**src/rtl/jtag_pkg.sv**
```systemverilog
// Shared JTAG IR definitions: 4-bit opcodes, capture pattern and the decode flag bundle.
package jtag_pkg;

    localparam logic [3:0] OP_BYPASS     = 4'b0000;
    localparam logic [3:0] OP_SAMPLE     = 4'b0001;
    localparam logic [3:0] OP_PRELOAD    = 4'b0010;
    localparam logic [3:0] OP_EXTEST     = 4'b0011;
    localparam logic [3:0] OP_RUN_MBIST  = 4'b0100;
    localparam logic [3:0] OP_RUNSCAN    = 4'b0101;
    localparam logic [3:0] OP_INTEST     = 4'b0110;
    localparam logic [3:0] OP_PROG_MBIST = 4'b0111;
    localparam logic [3:0] OP_IDCODE     = 4'b1000;
    localparam logic [3:0] OP_PROG_LBIST = 4'b1001;
    localparam logic [3:0] OP_RUN_LBIST  = 4'b1010;

    // The all-ones instruction is a legal BYPASS alias at any IR width.
    localparam bit IR_BYPASS_ALL1 = 1'b1;

    // Fixed LSBs loaded during Capture-IR.
    localparam logic [1:0] CAPTURE_LSB = 2'b01;

    typedef struct packed {
        logic bypass;
        logic sample;
        logic preload;
        logic extest;
        logic intest;
        logic runmbist;
        logic runscan;
        logic runlbist;
        logic progmbist;
        logic proglbist;
        logic idcode;
    } ir_dec_t;

endpackage

```
**src/rtl/jtag_ir_dec.sv**
```systemverilog
// Combinational instruction decode: IR code to one-hot flags plus an illegal-opcode indication.
module jtag_ir_dec
    import jtag_pkg::*;
#(
    parameter int unsigned IR_WIDTH = 4
) (
    input  logic [IR_WIDTH-1:0] op,
    output ir_dec_t             dec,
    output logic                illegal
);

    always_comb begin
        dec     = '0;
        illegal = 1'b0;
        if (IR_BYPASS_ALL1 && (op == '1)) begin
            dec.bypass = 1'b1;
        end else begin
            // Opcodes are zero-extended, so nonzero upper bits fall through to default.
            case (op)
                IR_WIDTH'(OP_BYPASS):     dec.bypass    = 1'b1;
                IR_WIDTH'(OP_SAMPLE):     dec.sample    = 1'b1;
                IR_WIDTH'(OP_PRELOAD):    dec.preload   = 1'b1;
                IR_WIDTH'(OP_EXTEST):     dec.extest    = 1'b1;
                IR_WIDTH'(OP_RUN_MBIST):  dec.runmbist  = 1'b1;
                IR_WIDTH'(OP_RUNSCAN):    dec.runscan   = 1'b1;
                IR_WIDTH'(OP_INTEST):     dec.intest    = 1'b1;
                IR_WIDTH'(OP_PROG_MBIST): dec.progmbist = 1'b1;
                IR_WIDTH'(OP_IDCODE):     dec.idcode    = 1'b1;
                IR_WIDTH'(OP_PROG_LBIST): dec.proglbist = 1'b1;
                IR_WIDTH'(OP_RUN_LBIST):  dec.runlbist  = 1'b1;
                default: begin
                    dec.bypass = 1'b1;
                    illegal    = 1'b1;
                end
            endcase
        end
    end

endmodule

```
**src/rtl/jtag_ir_unit.sv**
```systemverilog
// JTAG instruction register: capture/shift/update path with registered one-hot instruction decode.
module jtag_ir_unit
    import jtag_pkg::*;
#(
    parameter int unsigned         IR_WIDTH = 4,
    parameter logic [IR_WIDTH-1:0] RESET_OP = '0
) (
    input  logic                tck,
    input  logic                trst_n,
    input  logic                tlr,
    input  logic                tdi,
    input  logic                capture_ir,
    input  logic                shift_ir,
    input  logic                update_ir,
    input  logic [IR_WIDTH-3:0] status_in,
    output logic                ir_tdo,
    output logic [IR_WIDTH-1:0] ir_q,
    output logic                bypass,
    output logic                sample,
    output logic                preload,
    output logic                extest,
    output logic                intest,
    output logic                runmbist,
    output logic                runscan,
    output logic                runlbist,
    output logic                progmbist,
    output logic                proglbist,
    output logic                idcode,
    output logic                illegal_op
);

    logic [IR_WIDTH-1:0] shift_reg;
    logic [IR_WIDTH-1:0] dec_op;
    ir_dec_t             dec_d;
    ir_dec_t             dec_q;
    logic                dec_illegal;
    logic                rst;

    assign rst = !trst_n || tlr;

    // One decoder serves both paths: during reset it decodes RESET_OP so the reset flags follow the parameter.
    assign dec_op = rst ? RESET_OP : shift_reg;

    jtag_ir_dec #(
        .IR_WIDTH(IR_WIDTH)
    ) u_dec (
        .op      (dec_op),
        .dec     (dec_d),
        .illegal (dec_illegal)
    );

    always_ff @(posedge tck) begin
        if (rst) begin
            shift_reg  <= RESET_OP;
            ir_q       <= RESET_OP;
            dec_q      <= dec_d;
            illegal_op <= 1'b0;
        end else begin
            illegal_op <= 1'b0;
            if (update_ir) begin
                ir_q       <= shift_reg;
                dec_q      <= dec_d;
                illegal_op <= dec_illegal;
            end else if (capture_ir) begin
                shift_reg <= {status_in, CAPTURE_LSB};
            end else if (shift_ir) begin
                shift_reg <= {tdi, shift_reg[IR_WIDTH-1:1]};
            end
        end
    end

    assign ir_tdo    = shift_reg[0];
    assign bypass    = dec_q.bypass;
    assign sample    = dec_q.sample;
    assign preload   = dec_q.preload;
    assign extest    = dec_q.extest;
    assign intest    = dec_q.intest;
    assign runmbist  = dec_q.runmbist;
    assign runscan   = dec_q.runscan;
    assign runlbist  = dec_q.runlbist;
    assign progmbist = dec_q.progmbist;
    assign proglbist = dec_q.proglbist;
    assign idcode    = dec_q.idcode;

endmodule
```
**config.mk**
```make
export PLATFORM = sky130hd
export DESIGN_NAME = jtag_ir_unit
export DESIGN_NICKNAME = d
export VERILOG_FILES = /design/src/rtl/jtag_pkg.sv /design/src/rtl/jtag_ir_dec.sv /design/src/rtl/jtag_ir_unit.sv
export SDC_FILE = /design/constraint.sdc
export NUM_CORES = 1
export LEC_CHECK = 0
export BUFFER_PORTS_ARGS = -buffer_cell sky130_fd_sc_hd__buf_2
export CAP_MARGIN = 20
export CORE_MARGIN = 2
export CORE_UTILIZATION = 45
export CTS_BUF_LIST = sky130_fd_sc_hd__clkbuf_16
export CTS_CLUSTER_SIZE = 20
export DETAILED_ROUTE_END_ITERATION = 6
export PLACE_DENSITY = 0.79
export SETUP_SLACK_MARGIN = 0.15
export SKIP_CTS_REPAIR_TIMING = 1
export SLEW_MARGIN = 0
export SYNTH_ARGS = -nofsm -noshare
export SYNTH_HDL_FRONTEND = slang
export SYNTH_SLANG_ARGS = --single-unit
export TNS_END_PERCENT = 30
```
**constraint.sdc**
```tcl
create_clock -name tck -period 1.55 [get_ports tck]
set_input_delay 0.2325 -clock tck [delete_from_list [all_inputs] [get_ports tck]]
set_output_delay 0.2325 -clock tck [all_outputs]
set_load 0.1 [all_outputs]
```
==> run metrics, run 1 <==
status finished clean; synth-to-layout area growth 20.9%; antenna violations before repair 0; H-tree levels 1; Nets 103; most common cell after layout, fill and taps aside buf_2; area share of fa/ha/maj cells after synthesis 0%; compound-cell area share of the yosys netlist 7.00%; YS warnings 0; Avg Vias per Cell 4.76; min-delay worst type in2reg; row cnt 16; RePlAce Congestion 0.717; Buf+Inv Stages, Crit Path 1; first-pass GRT wire length 2.17 mm; Slew Limit Fails 0; top cells by area, synth edfxtp_1 (37%), dfxtp_1 (20%), mux2i_1 (7.8%), a211oi_2 (4.2%), nor2_1 (3.8%); leakage 0.462 nW; Routed wire per std cell 10.7 µm; largest net degree at the start of global routing 15; Die X 48.6 µm; CTS tree built; ANT nets after route 0; Rel. slew slack 67.9%; DP Area 1000 µm²; Tcrit/Tclk final 85.8%; total number of vias 571; Initial Util 46.5%; Max Root-Sink Buffers 2; DRC 0; Max Clock Skew 0.00239 ns; grt ovf 0; n_diodes 0; commonest non-fill, non-tap cells in the layout buf_2 (25), edfxtp_1 (11), nor2_1 (9), dfxtp_1 (8), mux2i_1 (7); share of cells above drive strength 1 43.0%; FF/Latch Area 514 µm²; Post-Synth Simple-Gate Area 20.9%; Routed WL 1.29 mm; final instance area 1080 µm²; Max Fclk 752 MHz; RSZ-0062 raised after global routing no; synth unique cells 24; Iteration-0 DRC Markers 0; io pins 26; CP delay by family, top buffers and inverters; Core Region 1920 µm²; Max Cap Viol 0; TritonCTS Buffers 3; endpoints failing setup 0; Detailed Place HPWL 924 µm; root buffer cell clkbuf_16; IO buf count 25; CP max-delay cell buf_2; Syn Nets 80; largest area contributor in the netlist edfxtp_1; Worst Setup End Kind output pin; Reg clk slew, reported paths 0.05 ns; drt pass-1 iters 1; endpoints failing hold 0; chain of cells forming the critical path buf_2; # fillers 178; Power per Cell Area 1180 nW/µm²; critical path fanouts, max 11; total clock sinks 20; largest stage delay on the critical path 0.44 ns; Synth top area share 37.0%; required time of the worst setup path 1.32 ns; multiplexer share of the synthesized area 7.84%; clk_lat worst skew 0.25 ns; largest family of logic cells by synthesized area simple AND/OR/NAND/NOR gates; Avg Cell Area, Syn 12.6 µm²; XOR/XNOR Fraction of Synth Area 0.980%; Final Hold Slack 0.337 ns; crit path kind reg2out; cell count after synthesis 71; number of synthesized register bits 20; setup_tns 0 ns; Worst Path Arrival 1.10 ns; Die ar. 2360 µm²; mapped cell area 893 µm²; GRT Overall Usage 11.8%; actual slew at the worst max-slew pin 0.485 ns; post-synthesis sequential area ratio 57.1%; area occupied by multi-input gates 328 µm²; number of global-route vias before repair 503; utilization after layout 56.2%; min Tclk post-route 1.33 ns; die height 48.6 µm; CP Launch Type flop; worst vdd ir 0.787 mV
cells in the mapped netlist (all sizes together):
library cell,count
nand2,2
nor2,12
nor3b,1
or3b,1
xor2,1
or2,1
nor4,5
dfxtp,9
nor4b,1
mux2i,7
nor2b,1
a211oi,3
o21ba,1
buf,7
edfxtp,11
a211o,1
nor3,2
nand2b,4
nand3b,1
worst reg2reg max path, stage by stage, from the launching register on:
cell,delay [ns]
dfxtp_1,0.52
nand3b_1,0.19
nor4b_1,0.35
per-stage QoR:
step	power, mW	cells	worst slack [ns]
finish	1.27	120	0.220
global route	1.31	120	0.193
CTS	1.28	120	0.211
detailed placement	0.769	116	0.296
global placement	0.767	116	0.321
floorplan	0.748	71	0.256
per-layer routing:
| layer | wire length (µm) | GRT usage (%) | up-vias |
|---|---|---|---|
| met1 | 620 | 15.2 | 249 |
| met5 | 0 | 0 | - |
| met4 | 25 | 5.71 | 0 |
| li1 | - | - | 299 |
| met2 | 571 | 19.0 | 21 |
| met3 | 70 | 2.78 | 2 |
final timing paths:
kind / endpoint / start / cells after the start / slack (ns)
worst max-delay path: ir_tdo / shift_reg[0] / 1 / 0.22
worst min-delay path: illegal_op / update_ir / 2 / 0.34
worst max register to register: runlbist / shift_reg[3] / 2 / 0.29
worst min register to register: ir_q[1] / ir_q[1] / 2 / 0.50
cell families (layout without fill, tap and decap cells):
family / Yosys count / count (layout)
AO/OA/AOI/OAI: 5 / 5
XOR/XNOR: 1 / 1
buffers and inverters: 7 / 29
flip-flops: 20 / 20
multiplexers: 7 / 7
AND/OR/NAND/NOR: 31 / 31
final cells by class:
| class | instances | area share (%) |
|---|---|---|
| Sequential cell | 20 | 47.6 |
| Multi-Input combinational cell | 44 | 30.4 |
| Timing Repair Buffer | 25 | 11.6 |
| Clock buffer | 3 | 6.95 |
| Tap cell | 27 | 3.13 |
| Clock inverter | 1 | 0.348 |
where the power goes:
part	switching (mW)	total, mW	internal [mW]	leakage (nW)
logic	0.135	0.173	0.0387	0.225
registers	0.0126	0.585	0.572	0.198
clock network	0.169	0.512	0.343	0.0385
No activity file was read; power rests on OpenSTA's default activity.
==> run 2, diff against run 1 <==
==> constraint.sdc (replaced) <==
create_clock -name tck -period 1.55 [get_ports tck]
set_input_delay 0.2325 -clock tck [delete_from_list [all_inputs] [get_ports tck]]
set_output_delay 0.2325 -clock tck [all_outputs]
set_load 0.01 [all_outputs]
==> run metrics, run 2 (same netlist as run 1, synthesis figures left out) <==
status finished clean; Logic pwr share 7.0% (-6.6 points); number of global-route vias before repair 534 (+6.2%); Nets 103 (unchanged); total number of vias 586 (+2.6%); Clk network pwr share 43.3% (+3.0 points); leakage 0.465 nW (+0.75%); RSZ-0062 raised after global routing no; Max Clock Skew 0.00338 ns (+0.000994 ns); Power Internal 0.954 mW (about the same); antenna violations before repair 0 (unchanged); RePlAce Congestion 0.675 (-5.9%); Switch Pwr 0.225 mW (-29%); non-filler cells, final 120 (unchanged); setup_tns 0 ns (unchanged); die height 48.6 µm (unchanged); endpoints failing setup 0 (unchanged); min Tclk post-route 1.27 ns (-0.0611 ns); Slew Limit Fails 0 (unchanged); Worst Setup End Kind flop; GRT Overall Usage 12.6% (+0.81 points); utilization after layout 56.1% (-0.13 points); DP Area 997 µm² (-0.38%); H-tree levels 1 (unchanged); CP Launch Type flop; required time of the worst setup path 1.65 ns (+0.33 ns); Max Fclk 788 MHz (+4.8%); CTS tree built; Max Root-Sink Buffers 2 (unchanged); final instance area 1080 µm² (-0.23%); n_diodes 0 (unchanged); first-pass GRT wire length 2.31 mm (+6.7%); endpoints failing hold 0 (unchanged); io pins 26 (unchanged); Power per Cell Area 1090 nW/µm² (-6.9%); IO buf count 25 (unchanged); drt pass-1 iters 4 (+3); Die ar. 2360 µm² (unchanged); most common cell after layout, fill and taps aside buf_2; TritonCTS Buffers 3 (unchanged); grt ovf 0 (unchanged); Reg clk slew, reported paths 0.05 ns (about the same); Sequential Power Share 49.7% (+3.6 points); Worst Path Arrival 1.37 ns (+0.27 ns); Place WS 0.303 ns (+0.00733 ns); largest stage delay on the critical path 0.55 ns (+0.11 ns); Setup WS post-layout 0.282 ns (+0.0611 ns); switching share of total power 19.1% (-5.8 points); Core Region 1920 µm² (unchanged); CP delay by family, top simple AND/OR/NAND/NOR gates; total clock sinks 20 (unchanged); row cnt 16 (unchanged); Tot Pwr 1.18 mW (-7.2%); Final Hold Slack 0.334 ns (-0.00221 ns); Rel. slew slack 71.2% (+3.3 points); Detailed Place HPWL 970 µm (+4.9%); DRC 0 (unchanged); largest net degree at the start of global routing 15 (unchanged); share of cells above drive strength 1 43.0% (unchanged); Buf+Inv Stages, Crit Path 0 (-1); actual slew at the worst max-slew pin 0.432 ns (-0.0533 ns); CP max-delay cell dfxtp_1; synth-to-layout area growth 20.6%; Routed wire per std cell 11.3 µm (+5.0%); Routed WL 1.35 mm (+5.0%); Max Cap Viol 0 (unchanged); commonest non-fill, non-tap cells in the layout buf_2 (25), edfxtp_1 (11), nor2_1 (9), dfxtp_1 (8), mux2i_1 (7); critical path fanouts, max 12 (+1); crit path kind reg2reg; worst vdd ir 0.736 mV (-6.5%); placed insts 116 (unchanged); min-delay worst type in2reg; chain of cells forming the critical path or3b_4 > nor2_1; Tcrit/Tclk final 81.8% (-3.9 points); clk_lat worst skew 0.25 ns (about the same); Avg Vias per Cell 4.88 (+2.6%); Initial Util 46.5% (unchanged); ANT nets after route 0 (unchanged); Iteration-0 DRC Markers 6 (+6); root buffer cell clkbuf_16; Die X 48.6 µm (unchanged)
-- run 2: path summary, 6_finish.rpt --
path	startpoint	endpoint	slack, ns	depth (start not counted)
setup / recovery	shift_reg[1]	intest	0.28	2
hold / removal	update_ir	illegal_op	0.33	2
setup reg to reg	shift_reg[1]	intest	0.28	2
hold reg to reg	ir_q[1]	ir_q[1]	0.49	2
-- run 2: area by class of cell --
| type | instances | area [µm²] |
|---|---|---|
| Sequential cell | 20 | 512 |
| Clock inverter | 1 | 3.75 |
| Tap cell | 27 | 33.8 |
| Timing Repair Buffer | 25 | 125 |
| Fill cell | 192 | 845 |
| Clock buffer | 3 | 75.1 |
| Multi-Input combinational cell | 44 | 328 |
-- run 2: power by group through the flow --
stage          logic [mW]  clock network, mW  registers [mW]
2_1_floorplan      0.0638                  0           0.596
3_3_place_gp       0.0825                  0           0.596
3_5_place_dp       0.0836                  0           0.597
4_1_cts            0.0842              0.520           0.586
5_1_grt            0.0901              0.545           0.589
6_report           0.0828              0.510           0.586
-- run 2: worst reg2reg max path: cells and delay by family (launching register included) --
kind,cells,cell delay [ns]
flops,1,0.55
simple gates,2,0.58
-- run 2: metal layers --
metal / GRT usage [%] / part of all wire, %
met5: 0 / 0
met4: 5.71 / 0
met3: 2.78 / 6.5
met2: 21.8 / 51
met1: 15.2 / 42
==> run 3, diff against run 2 <==
--- a/config.mk
+++ b/config.mk
@@ -8,11 +8,11 @@
 export BUFFER_PORTS_ARGS = -buffer_cell sky130_fd_sc_hd__buf_2
 export CAP_MARGIN = 20
 export CORE_MARGIN = 2
-export CORE_UTILIZATION = 45
+export CORE_UTILIZATION = 44
 export CTS_BUF_LIST = sky130_fd_sc_hd__clkbuf_16
 export CTS_CLUSTER_SIZE = 20
 export DETAILED_ROUTE_END_ITERATION = 6
-export PLACE_DENSITY = 0.79
+export PLACE_DENSITY = 0.8
 export SETUP_SLACK_MARGIN = 0.15
 export SKIP_CTS_REPAIR_TIMING = 1
 export SLEW_MARGIN = 0
==> constraint.sdc (replaced) <==
create_clock -name tck -period 1 [get_ports tck]
set_input_delay 0.15 -clock tck [delete_from_list [all_inputs] [get_ports tck]]
set_output_delay 0.15 -clock tck [all_outputs]
set_load 0.01 [all_outputs]
==> run metrics, run 3 (same netlist as run 1, synthesis figures left out) <==
drt pass-1 iters 4 (unchanged); Worst Path Arrival 1.16 ns (-0.21 ns); Die ar. 2410 µm² (+2.1%); Routed WL 1.66 mm (+23%); grt ovf 0 (unchanged); Max Clock Skew 0.00396 ns (+0.000583 ns); root buffer cell clkbuf_16; largest net degree at the start of global routing 12 (-3); H-tree levels 1 (unchanged); IO buf count 25 (unchanged); final instance area 1300 µm² (+21%); die height 49.1 µm (+1.0%); critical path fanouts, max 5 (-7); leakage 0.570 nW (+23%); failing checks negative setup slack; ANT nets after route 0 (unchanged); placed insts 132 (+14%); CP Launch Type flop; Met1 Wirelength 704 µm (+24%); min Tclk post-route 1.06 ns (-0.209 ns); crit path kind reg2reg; Worst Reg-to-Reg Cells 2 (unchanged); Slew Limit Fails 0 (unchanged); RSZ-0062 raised after global routing yes; Rel. slew slack 80.5% (+9.3 points); met3 wire len 84 µm (-4.5%); Highest Signal Layer met4; required time of the worst setup path 1.10 ns (-0.55 ns); Tcrit/Tclk final 106% (+24 points); min-delay worst type in2reg; endpoints failing setup 8 (+8); Max Fclk 943 MHz (+20%); Nets 120 (+17%); n_diodes 0 (unchanged); number of global-route vias before repair 602 (+13%); Die X 49.1 µm (+1.0%); Reg clk slew, reported paths 0.05 ns (about the same); Worst Setup End Kind flop; Detailed Place HPWL 1.17 mm (+21%); DRC 0 (unchanged); Setup WS post-layout -0.0599 ns (-0.341 ns); crit path from shift_reg[1]; synth-to-layout area growth 45.7%; total number of vias 662 (+13%); io pins 26 (unchanged); commonest non-fill, non-tap cells in the layout buf_2 (20), buf_4 (16), edfxtp_1 (11), nor2_1 (9), mux2i_1 (7); most common cell after layout, fill and taps aside buf_2; Core Region 1940 µm² (+1.0%); RePlAce Congestion 0.770 (+14%); non-filler cells, final 137 (+14%); Avg Vias per Cell 4.83 (-1.0%); CTS tree built; endpoints failing hold 0 (unchanged); R2R setup slack -0.06 ns (-0.34 ns); Iteration-0 DRC Markers 5 (-1); Initial Util 46.0% (-0.48 points); Reg-to-Reg End extest; row cnt 16 (unchanged); status complete, but fails checks; GRT Overall Usage 14.4% (+1.7 points); reg2reg start shift_reg[1]; antenna violations before repair 0 (unchanged); clk_lat worst skew 0.25 ns (about the same); actual slew at the worst max-slew pin 0.290 ns (-0.142 ns); worst vdd ir 1.03 mV (+40%); Max Root-Sink Buffers 2 (unchanged); Max Cap Viol 0 (unchanged); share of cells above drive strength 1 62.7% (+20 points); Routed wire per std cell 12.1 µm (+7.4%); TritonCTS Buffers 3 (unchanged); Power per Cell Area 1440 nW/µm² (+32%); total clock sinks 20 (unchanged); first-pass GRT wire length 2.64 mm (+14%); worst setup path end extest; met2 routed WL 847 µm (+22%); DP Area 1130 µm² (+13%); Place WS -0.104 ns (-0.408 ns)
[run 3: cell count changes in the layout (fill, tap and decap cells not counted), sizes merged]
| cell | previous run | this run |
|---|---|---|
| buf | 25 | 42 |
[run 3: power breakdown]
group	switching, mW	leakage, nW	internal, mW
clock network	0.262	0.0423	0.531
logic	0.0926	0.326	0.0927
registers	0.0138	0.202	0.885
[run 3: per-stage QoR]
step	hold slack, ns	power, mW	TNS (ns)	utilization [%]
2_1_floorplan	0.362	1.03	-0.113	-
3_3_place_gp	0.471	1.09	-0.934	58.1
3_5_place_dp	0.481	1.09	-1.25	58.1
4_1_cts	0.280	1.89	-0.594	62.1
5_1_grt	0.315	1.95	-0.768	67.0
6_report	0.272	1.88	-0.242	67.0
[run 3: area by class of cell]
type                       count  area, µm²
fill                         158        641
clock inverter                 1       3.75
tap                           27       33.8
multi-input combinational     44        375
sequential                    20        526
timing repair buffer          42        288
clock buffer                   3       75.1
[run 3: worst min path at each step]
stage                from           end  slack, ns  cells after the start
2_1_floorplan  capture_ir  shift_reg[0]       0.36                      2
3_3_place_gp      ir_q[2]       ir_q[2]       0.47                      2
3_5_place_dp      ir_q[2]       ir_q[2]       0.48                      2
4_1_cts        capture_ir  shift_reg[0]       0.28                      3
5_1_grt        capture_ir  shift_reg[0]       0.31                      3
6_report       capture_ir  shift_reg[0]       0.27                      3
[run 3: worst max-delay path, cell delays in order, from the launching register on]
cell and delay (ns):
dfxtp_4 0.37, or3b_4 0.42, nor2_1 0.13
[run 3: metal layers]
metal,vias to the layer above,global-route usage [%]
li1,332,-
met1,306,18.3
met2,22,22.5
met3,2,3.68
met4,0,7.14
met5,-,0
